**src/rtl/mxn_scan.sv**
```systemverilog
// Registered N-channel, W-bit multiplexer with a manual select mode and a
// masked scan mode that presents one channel per beat on a valid/ready handshake.
module mxn_scan #(
   parameter int WIDTH = 4,
   parameter int CH    = 8,
   parameter int SW    = 3
) (
   input  logic                  clk,
   input  logic                  rst,
   input  logic [CH*WIDTH-1:0]   d,
   input  logic                  mode,
   input  logic [SW-1:0]         sel,
   input  logic                  en,
   input  logic [CH-1:0]         mask,
   input  logic                  start,
   input  logic                  y_ready,
   output logic [WIDTH-1:0]      y,
   output logic [SW-1:0]         y_ch,
   output logic                  y_valid,
   output logic                  busy,
   output logic                  done
);

   typedef enum logic [1:0] {IDLE, MAN, SCAN, FIN} state_t;

   state_t          state;
   logic [CH-1:0]   scan_mask;   // latched mask with already-served channels cleared
   logic [SW-1:0]   nxt;
   logic [CH-1:0]   nxt_onehot;

   // Channel select; an index at or beyond CH yields zero.
   function automatic logic [WIDTH-1:0] pick(input logic [SW-1:0] s,
                                             input logic [CH*WIDTH-1:0] data);
      pick = '0;
      for (int k = 0; k < CH; k++)
         if (s == SW'(k)) pick = data[k*WIDTH +: WIDTH];
   endfunction

   // Lowest set bit wins, so cleared channels cost no extra cycle.
   function automatic logic [SW-1:0] first_set(input logic [CH-1:0] m);
      first_set = '0;
      for (int k = CH-1; k >= 0; k--)
         if (m[k]) first_set = SW'(k);
   endfunction

   always_comb begin
      nxt        = first_set(scan_mask);
      nxt_onehot = '0;
      for (int k = 0; k < CH; k++)
         if (nxt == SW'(k)) nxt_onehot[k] = 1'b1;
   end

   // NOTE: state is updated with non-blocking assignments only, so every
   // branch below reads the values from before the edge.
   always_ff @(posedge clk or posedge rst) begin
      if (rst) begin
         state     <= IDLE;
         scan_mask <= '0;
         y         <= '0;
         y_ch      <= '0;
         y_valid   <= 1'b0;
         busy      <= 1'b0;
         done      <= 1'b0;
      end else begin
         case (state)
            IDLE: begin
               y_valid <= 1'b0;
               if (!mode && en) begin
                  y       <= pick(sel, d);
                  y_ch    <= sel;
                  y_valid <= 1'b1;
                  busy    <= 1'b1;
                  state   <= MAN;
               end else if (mode && start) begin
                  scan_mask <= mask;
                  busy      <= 1'b1;
                  state     <= SCAN;
               end
            end
            MAN: begin
               if (en) begin
                  y       <= pick(sel, d);
                  y_ch    <= sel;
                  y_valid <= 1'b1;
               end else begin
                  y_valid <= 1'b0;
                  busy    <= 1'b0;
                  state   <= IDLE;
               end
            end
            SCAN: begin
               // A stalled beat holds; otherwise load the next channel or finish.
               if (!y_valid || y_ready) begin
                  if (scan_mask != '0) begin
                     y         <= pick(nxt, d);
                     y_ch      <= nxt;
                     y_valid   <= 1'b1;
                     scan_mask <= scan_mask & ~nxt_onehot;
                  end else begin
                     y_valid <= 1'b0;
                     done    <= 1'b1;
                     state   <= FIN;
                  end
               end
            end
            FIN: begin
               done  <= 1'b0;
               busy  <= 1'b0;
               state <= IDLE;
            end
            default: state <= IDLE;
         endcase
      end
   end

endmodule

```
**config.mk**
```make
export PLATFORM = sky130hd
export DESIGN_NAME = mxn_scan
export DESIGN_NICKNAME = d
export VERILOG_FILES = /design/src/rtl/mxn_scan.sv
export SDC_FILE = /design/constraint.sdc
export NUM_CORES = 1
export LEC_CHECK = 0
export CELL_PAD_IN_SITES_DETAIL_PLACEMENT = 1
export CELL_PAD_IN_SITES_GLOBAL_PLACEMENT = 2
export CORE_MARGIN = 2
export CORE_UTILIZATION = 29
export DETAILED_ROUTE_END_ITERATION = 12
export PLACE_DENSITY = 0.95
export SETUP_SLACK_MARGIN = 0.4
export SYNTH_ARGS = -nofsm -noshare
export SYNTH_HDL_FRONTEND = slang
export SYNTH_SLANG_ARGS = --single-unit
```
**constraint.sdc**
```tcl
create_clock -name clk -period 6.11 [get_ports clk]
set_clock_uncertainty 0.2 [all_clocks]
set_input_delay 0.9165 -clock clk [delete_from_list [all_inputs] [get_ports clk]]
set_output_delay 0.9165 -clock clk [all_outputs]
set_load 0.02 [all_outputs]
```
== Word-level counts from Yosys, hierarchy flattened ==
Index checks and enable logic that the tools add are counted.
Operators by class
  reduce and logical (&&, ||, !) cells: 19
  bitwise gates (word level): 2
  equality and inequality tests: 26
  muxes and demuxes: 65
Operators by type and width (count)
  $mux 4: 20
  $mux 3: 12
  $mux 8: 4
  $eq 3x3->1 const B: 8
  $mux 1: 17
  $ne 2x2->1 const B: 8
  $pmux 8 s2: 1
  $eq 3x2->1 const B: 4
  $pmux 4 s3: 1
  $mux 2: 5
  $reduce_and 5->1: 2
  $pmux 3 s3: 1
  $and 8x8->8: 1
  $not 8->8: 1
  $pmux 2 s4: 1
  $reduce_bool 8->1: 1
  $eq 3x1->1 const B: 2
  $logic_not 3->1: 2
  $pmux 1 s3: 2
  $reduce_and 3->1: 2
  $reduce_bool 3->1: 2
  $eq 2x2->1 const B: 2
  $reduce_and 4->1: 1
  $reduce_bool 2->1: 2
  8 further kinds: 10
Storage, ports and cells
  logic and storage cells: 119
  flip-flop bits (word level): 20
  input port bits: 49
  output and inout bits: 10

== Depth between registers and ports, before layout ==
Gate-level depths: netlist (run 1).
  word-level depth: 20
  depth in mapped cells: 9
  depth with buffers taken out: 8

== Worst setup path before layout (run 1) ==
Ideal clock, no wire load.
  path kind: input to register
  start: input sel[0]
  end: register y[0]
  stages: 6
  arrival: 2.105 ns
  buffers on the path: 1
  data required time: 5.779 ns
  setup time: 0.131 ns
  path slack: 3.675 ns
  cell sequence: buf_2 -> mux4_2 -> mux2i_1 -> a22oi_1 -> mux2i_1 -> a31oi_1
Between the ends
  longest elaborated chain between the ends: 11
  elaborated cells between the ends (all ways): 19
  classes of those cells: 7 x eq/ne; 11 x mux; 1 x reduce/logical
RTL lines
  start: declaration: line 12  | input logic [SW-1:0] sel,
  $logic_not 3->1: line 36  | if (s == SW'(k)) pick = data[k*WIDTH +: WIDTH];
  $mux 4 (7 in a row): line 36
  $mux 4 *: line 36
  $mux 4 (on tied branches): line 81, 68
  $pmux 4 s3 *: line 65  | case (state)
  end signal: assignment: line 69  | y <= pick(sel, d);
  end signal: assignment: line 82  | y <= pick(sel, d);
  end signal: assignment: line 95  | y <= pick(nxt, d);
  end: declaration: line 17  | output logic [WIDTH-1:0] y,
Mark *: on every way between the ends. The rest lies on a longest branch, timed or not. The select of a mux whose other input is x is not followed.
A chain may end at the register's enable or synchronous reset.

== Worst setup path after layout (run 1) ==
  start: register state[0]
  end: register y[3]
Between the ends
  longest elaborated chain between the ends: 3
  elaborated cells between the ends (all ways): 10
  classes of those cells: 6 x eq/ne; 1 x mux; 3 x reduce/logical
RTL lines
  start: declaration: line 26  | state_t state;
  start signal: assignment: line 57  | state <= IDLE;
  start signal: assignment: line 73  | state <= MAN;
  start signal: assignment: line 77  | state <= SCAN;
  $eq 2x1->1 (tied with other cells): line 65
  $ne 2x2->1 (no line) / $reduce_bool 3->1 (equally long branches)
  $reduce_and 5->1 (no line)
Several ways; a longest one is shown, not always the timed one.

==> impl_metrics.ini, run 1 <==
[status]
outcome = completed

[timing]
maxSlewViolCount = 0
relSlewSlack_pct = 40.5
tns_ps = 0
worstMarginPinSlew_ps = 885
setup_viol = 0
fin_crit_ps = 2940
rsz0062_at_grt = no
fin_crit_sh_pct = 48.1
fmax_mhz = 340
hold_violations = 0

[routing]
drtIter0Drc = 76
vias_per_cell = 5.54
num_vias = 1895
ant_nets = 0
drc_errors = 0
routed_wl_mm = 6.38
wl_per_cell_um = 18.7
dr.pass1.iters = 4

[final_layout]
num-fill-cells = 760
drive_gt1_share_pct = 8.30
regArea_um2 = 500
multi_input_area_um2 = 1260
layout-area-overhead-vs-synth_pct = 35.4
diodes = 0
nets = 320

[run]
cap_violations = 0

[worst_hold_path]
hp-start = done
worstHoldPathType = register to register

[global_route]
grt_overflow = 0
grt_pass1_vias = 2041
grt_max_degree = 21
grt_usage_pct = 18.3
grt_pass1_wl_mm = 10.5
antenna_found_initial = 0

[power_and_ir_drop]
p_leak_nw = 1.02
p_total_mw = 1.49
ir_drop_mv = 0.197
p_per_area_nw_per_um2 = 587

[die]
dieArea_um2 = 7140
initial_core_util_pct = 29.8
design.core.area_um2 = 6310
die_width_um = 84.5
rows = 29
pin_count = 59
die_h_um = 84.5

[synthesis]
synth_cell_types = 44
synthTopCellsByArea = dfrtp_1 27%, mux4_2 9.6%, mux2i_1 5.9%, nand2_1 5.8%, o21ai_0 4.8%
synth-edff-count = 0
yosysMostFrequentCell = nand2_1
ys_seq_elements = 20
synth_top_area_share_pct = 26.6
synth_area_per_cell_um2 = 8.66
synth_common_cells = 29 x nand2_1, 21 x nor2_1, 20 x dfrtp_1, 18 x o21ai_0, 13 x a21oi_1
ys_warn_count = 0
synth_seq_area_share_pct = 26.6
syn_inst = 217
async_flop_share_pct = 100
synth-main-ff-cell = dfrtp_1
yosys.area.top_type = dfrtp_1
syn-num-nets = 271
synth.cell_area_um2 = 1880

[setup_path]
endpoint_kind = register
path_max_fanout = 17
required_ps = 6060
timing.rr.start = state[0]
cp.arrival_ps = 2890
setup.worst_path.start = state[0]
worst_setup_path_start_kind = register
path_class = register to register

[cts]
cts-buffers-inserted = 3
cts_root_buf = clkbuf_8
cts_max_level = 1
cts_tree = done
insertion_delay_ps = 270
cts_resized = 0
numClockSinks = 20
hold_buffers = 0
clockBufferDepth = 2
clk_transition_reported_paths_ps = 90
cts_setup_buffers = 0

[placement]
dpl.hpwl_mm = 4.95
io_buffers = 58
finalWeightedCongestion = 0.848
[final timing paths]
check | to | slack (ps) | cells past startpoint
min in group asynchronous | y[0] | 940 | 2
min reg2reg | done | 290 | 2
max | y[3] | 3170 | 7
max reg2reg | y[3] | 3170 | 7
max in group asynchronous | scan_mask[7] | 4230 | 2
min | done | 290 | 2
[cells in the final DEF, fill, tap and decap left out, drive strengths merged, types with 4 or more instances in the layout]
cell type / count
mux2i: 11
nor2b: 4
ha: 5
nand2: 30
o21ai: 19
o31ai: 4
clkdlybuf4s50: 58
nor3: 4
dfrtp: 20
nor2: 22
a21oi: 13
mux4: 8
inv: 9
a31oi: 6
a22o: 9
[power breakdown]
part	internal [mW]	total (mW)	switching, mW
logic	0.444	1.06	0.616
clock network	0.0877	0.142	0.0547
registers	0.197	0.291	0.0940
total	0.728	1.49	0.764
[metrics by stage]
step	utilization (%)	worst slack, ps	std cells	hold WS, ps	cell area (um2)
global route	40.3	2980	342	319	2540
detailed placement	39.2	2870	338	270	2470
finish	40.3	3170	342	290	2540
floorplan	-	3670	217	361	1880
global placement	39.2	2960	338	269	2470
CTS	40.3	3170	342	298	2540
[metal layers]
layer / GRT usage, % / share of wire [%] / up-vias
met5: 0 / 0 / -
met4: 5.05 / 1.3 / 0
met3: 2.85 / 5.2 / 9
met2: 29.8 / 48 / 57
met1: 25.2 / 45 / 933
li1: - / - / 896
[final cells by class]
cell class                 count  share of cell area (%)
multi-input combinational    174                    49.6
clock buffer                   3                    1.62
clock inverter                 1                    1.18
tap                           77                    3.79
timing repair buffer          58                    22.8
inverter                       9                    1.33
sequential                    20                    19.7
[kinds of logic after synthesis]
| logic type | share of synthesized area [%] |
|---|---|
| AND/OR/NAND/NOR | 20.8 |
| AO/OA/AOI/OAI | 25.7 |
| buffers and inverters | 6.26 |
| multiplexers | 17.2 |
| flip-flops | 26.6 |
| adder cells (fa/ha/maj) | 3.33 |
[registers in the layout, summed over array words and instances, names as in the netlist]
signal / cells
scan_mask: 8
y: 4
y_ch: 3
state: 2
busy: 1
done: 1
y_valid: 1
[critical path, cell delays in order, from the launching register on]
cell	delay [ps]
dfrtp_1	430
inv_1	150
ha_1	570
inv_1	470
a21o_1	280
nand2_1	390
mux2i_1	250
a31oi_1	70
(Power assumes the default switching activity.)
==> run 2, diff against run 1 <==
Settings changed: CORE_UTILIZATION 29 to 27, PLACE_DENSITY 0.95 to 0.91.
Clock period 6.11 ns to 2.85 ns, I/O delays scaled along.
==> run 2 against run 1 <==
  * Register-to-register slack worse by 2600 ps
  * Flip-flop and latch count stayed put
  * Worst setup slack worse by 2600 ps
  * Die area is 7.1% higher
  * Combinational power is 130% higher
  * Critical path depth stayed put
  * First-iteration DRC count is 3.9% lower
  * Cell count is 2.3% higher
  * Clock-buffer cell count stayed put
  * Core utilization is 2.0 points lower
  * Critical path type unchanged
==> impl_metrics.ini, run 2 (synthesis results as in run 1) <==
[status]
outcome = completed

[power_and_ir_drop]
p_per_area_nw_per_um2 = 1250
p_leak_nw = 1.06
ir_drop_mv = 0.532
p_total_mw = 3.24

[worst_hold_path]
worstHoldPathType = primary input to async pin

[global_route]
grt_pass1_wl_mm = 10.5
grt_overflow = 0
grt_max_degree = 21
antenna_found_initial = 0
grt_usage_pct = 17.9
grt_pass1_vias = 2047

[routing]
num_vias = 1887
drc_errors = 0
dr.pass1.iters = 4
drtIter0Drc = 73
routed_wl_mm = 6.62
ant_nets = 0
vias_per_cell = 5.39
wl_per_cell_um = 18.9

[final_layout]
reg_top3 = scan_mask: 8 flops, y: 4 flops, y_ch: 3 flops
fin_cells = 350
multi_input_area_um2 = 1290
layout_commonest_cell = clkdlybuf4s50_1
drive_gt1_share_pct = 11.1
num-fill-cells = 808
largest_reg_flops = 8
final_cell_mix = 57 x clkdlybuf4s50_1, 28 x nand2_1, 21 x nor2_1
top_register = scan_mask
diodes = 0
nets = 326
layout-area-overhead-vs-synth_pct = 37.8
regArea_um2 = 500

[die]
design.core.area_um2 = 6760
initial_core_util_pct = 27.8
dieArea_um2 = 7640
pin_count = 59
die_h_um = 87.4
rows = 30
die_width_um = 87.4

[setup_path]
path_class = register to register
r2r_cells = 7
path_max_fanout = 10
reg2reg_slack_ps = 550
timing.rr.start = scan_mask[3]
endpoint_kind = register
r2r_end = y[3]
cp.arrival_ps = 2250
required_ps = 2800
worst_setup_path_start_kind = register

[timing]
fin_hold_ws_ps = 295
tns_ps = 0
fin_crit_sh_pct = 80.8
rsz0062_at_grt = no
fmax_mhz = 434
relSlewSlack_pct = 64.0
worst_slack_ps = 547
worstMarginPinSlew_ps = 537
setup_viol = 0
hold_violations = 0
maxSlewViolCount = 0
fin_crit_ps = 2300

[cts]
cts_root_buf = clkbuf_8
cts-buffers-inserted = 3
hold_buffers = 0
cts_tree = done
cts_max_level = 1
clk_transition_reported_paths_ps = 90
insertion_delay_ps = 270
clockBufferDepth = 2
numClockSinks = 20

[run]
cap_violations = 0

[placement]
place_ws_ps = 250
io_buffers = 58
dpl.hpwl_mm = 5.26
placed_cells = 347
finalWeightedCongestion = 0.810
[run 2: layout make-up]
class,count,area share (%)
Timing Repair Buffer,64,24.3
Inverter,9,1.30
Sequential cell,20,19.3
Clock buffer,3,1.59
Multi-Input combinational cell,174,49.7
Tap cell,80,3.86
[run 2: worst max path at each step]
stage	from	endpoint	slack, ps	cells past startpoint
final	scan_mask[3]	y[3]	550	7
after CTS	scan_mask[2]	state[0]	450	6
after detailed placement	sel[0]	y[2]	250	7
after floorplan	scan_mask[6]	y[2]	790	7
after global routing	state[0]	y[1]	400	8
after global placement	sel[0]	y[2]	300	7
[run 2: report_power, final]
group | total (mW) | internal (mW) | switching (mW)
registers | 0.617 | 0.422 | 0.195
logic | 2.42 | 1.03 | 1.39
clock network | 0.206 | 0.0948 | 0.111
[run 2: worst max-delay path, stage by stage (launching register included)]
cell      delay, ps
dfrtp_1         600
inv_1           160
a221oi_4        350
buf_4           210
nand3b_1        140
nor2_1           90
a211oi_1        310
a31oi_1         130
[run 2: layer usage]
| layer | vias up | GRT usage [%] | part of all wire [%] | wire, um |
|---|---|---|---|---|
| li1 | 911 | - | - | - |
| met2 | 44 | 31.2 | 51 | 3370 |
| met4 | 0 | 4.20 | 1.3 | 84 |
| met5 | - | 0 | 0 | 0 |
| met3 | 8 | 2.94 | 3.4 | 227 |
| met1 | 924 | 23.0 | 44 | 2930 |
[run 2: through the flow]
step / instance area (um2) / util, %
after global routing: 2590 / 38.3
after CTS: 2560 / 38.0
after detailed placement: 2520 / 37.3
after global placement: 2520 / 37.3
after floorplan: 1880 / -
final: 2590 / 38.3
[run 2: what timing repair did]
action,4_1_cts,5_1_grt
resized for setup,1,6
setup buffers,0,0
setup endpoints to repair,2,14
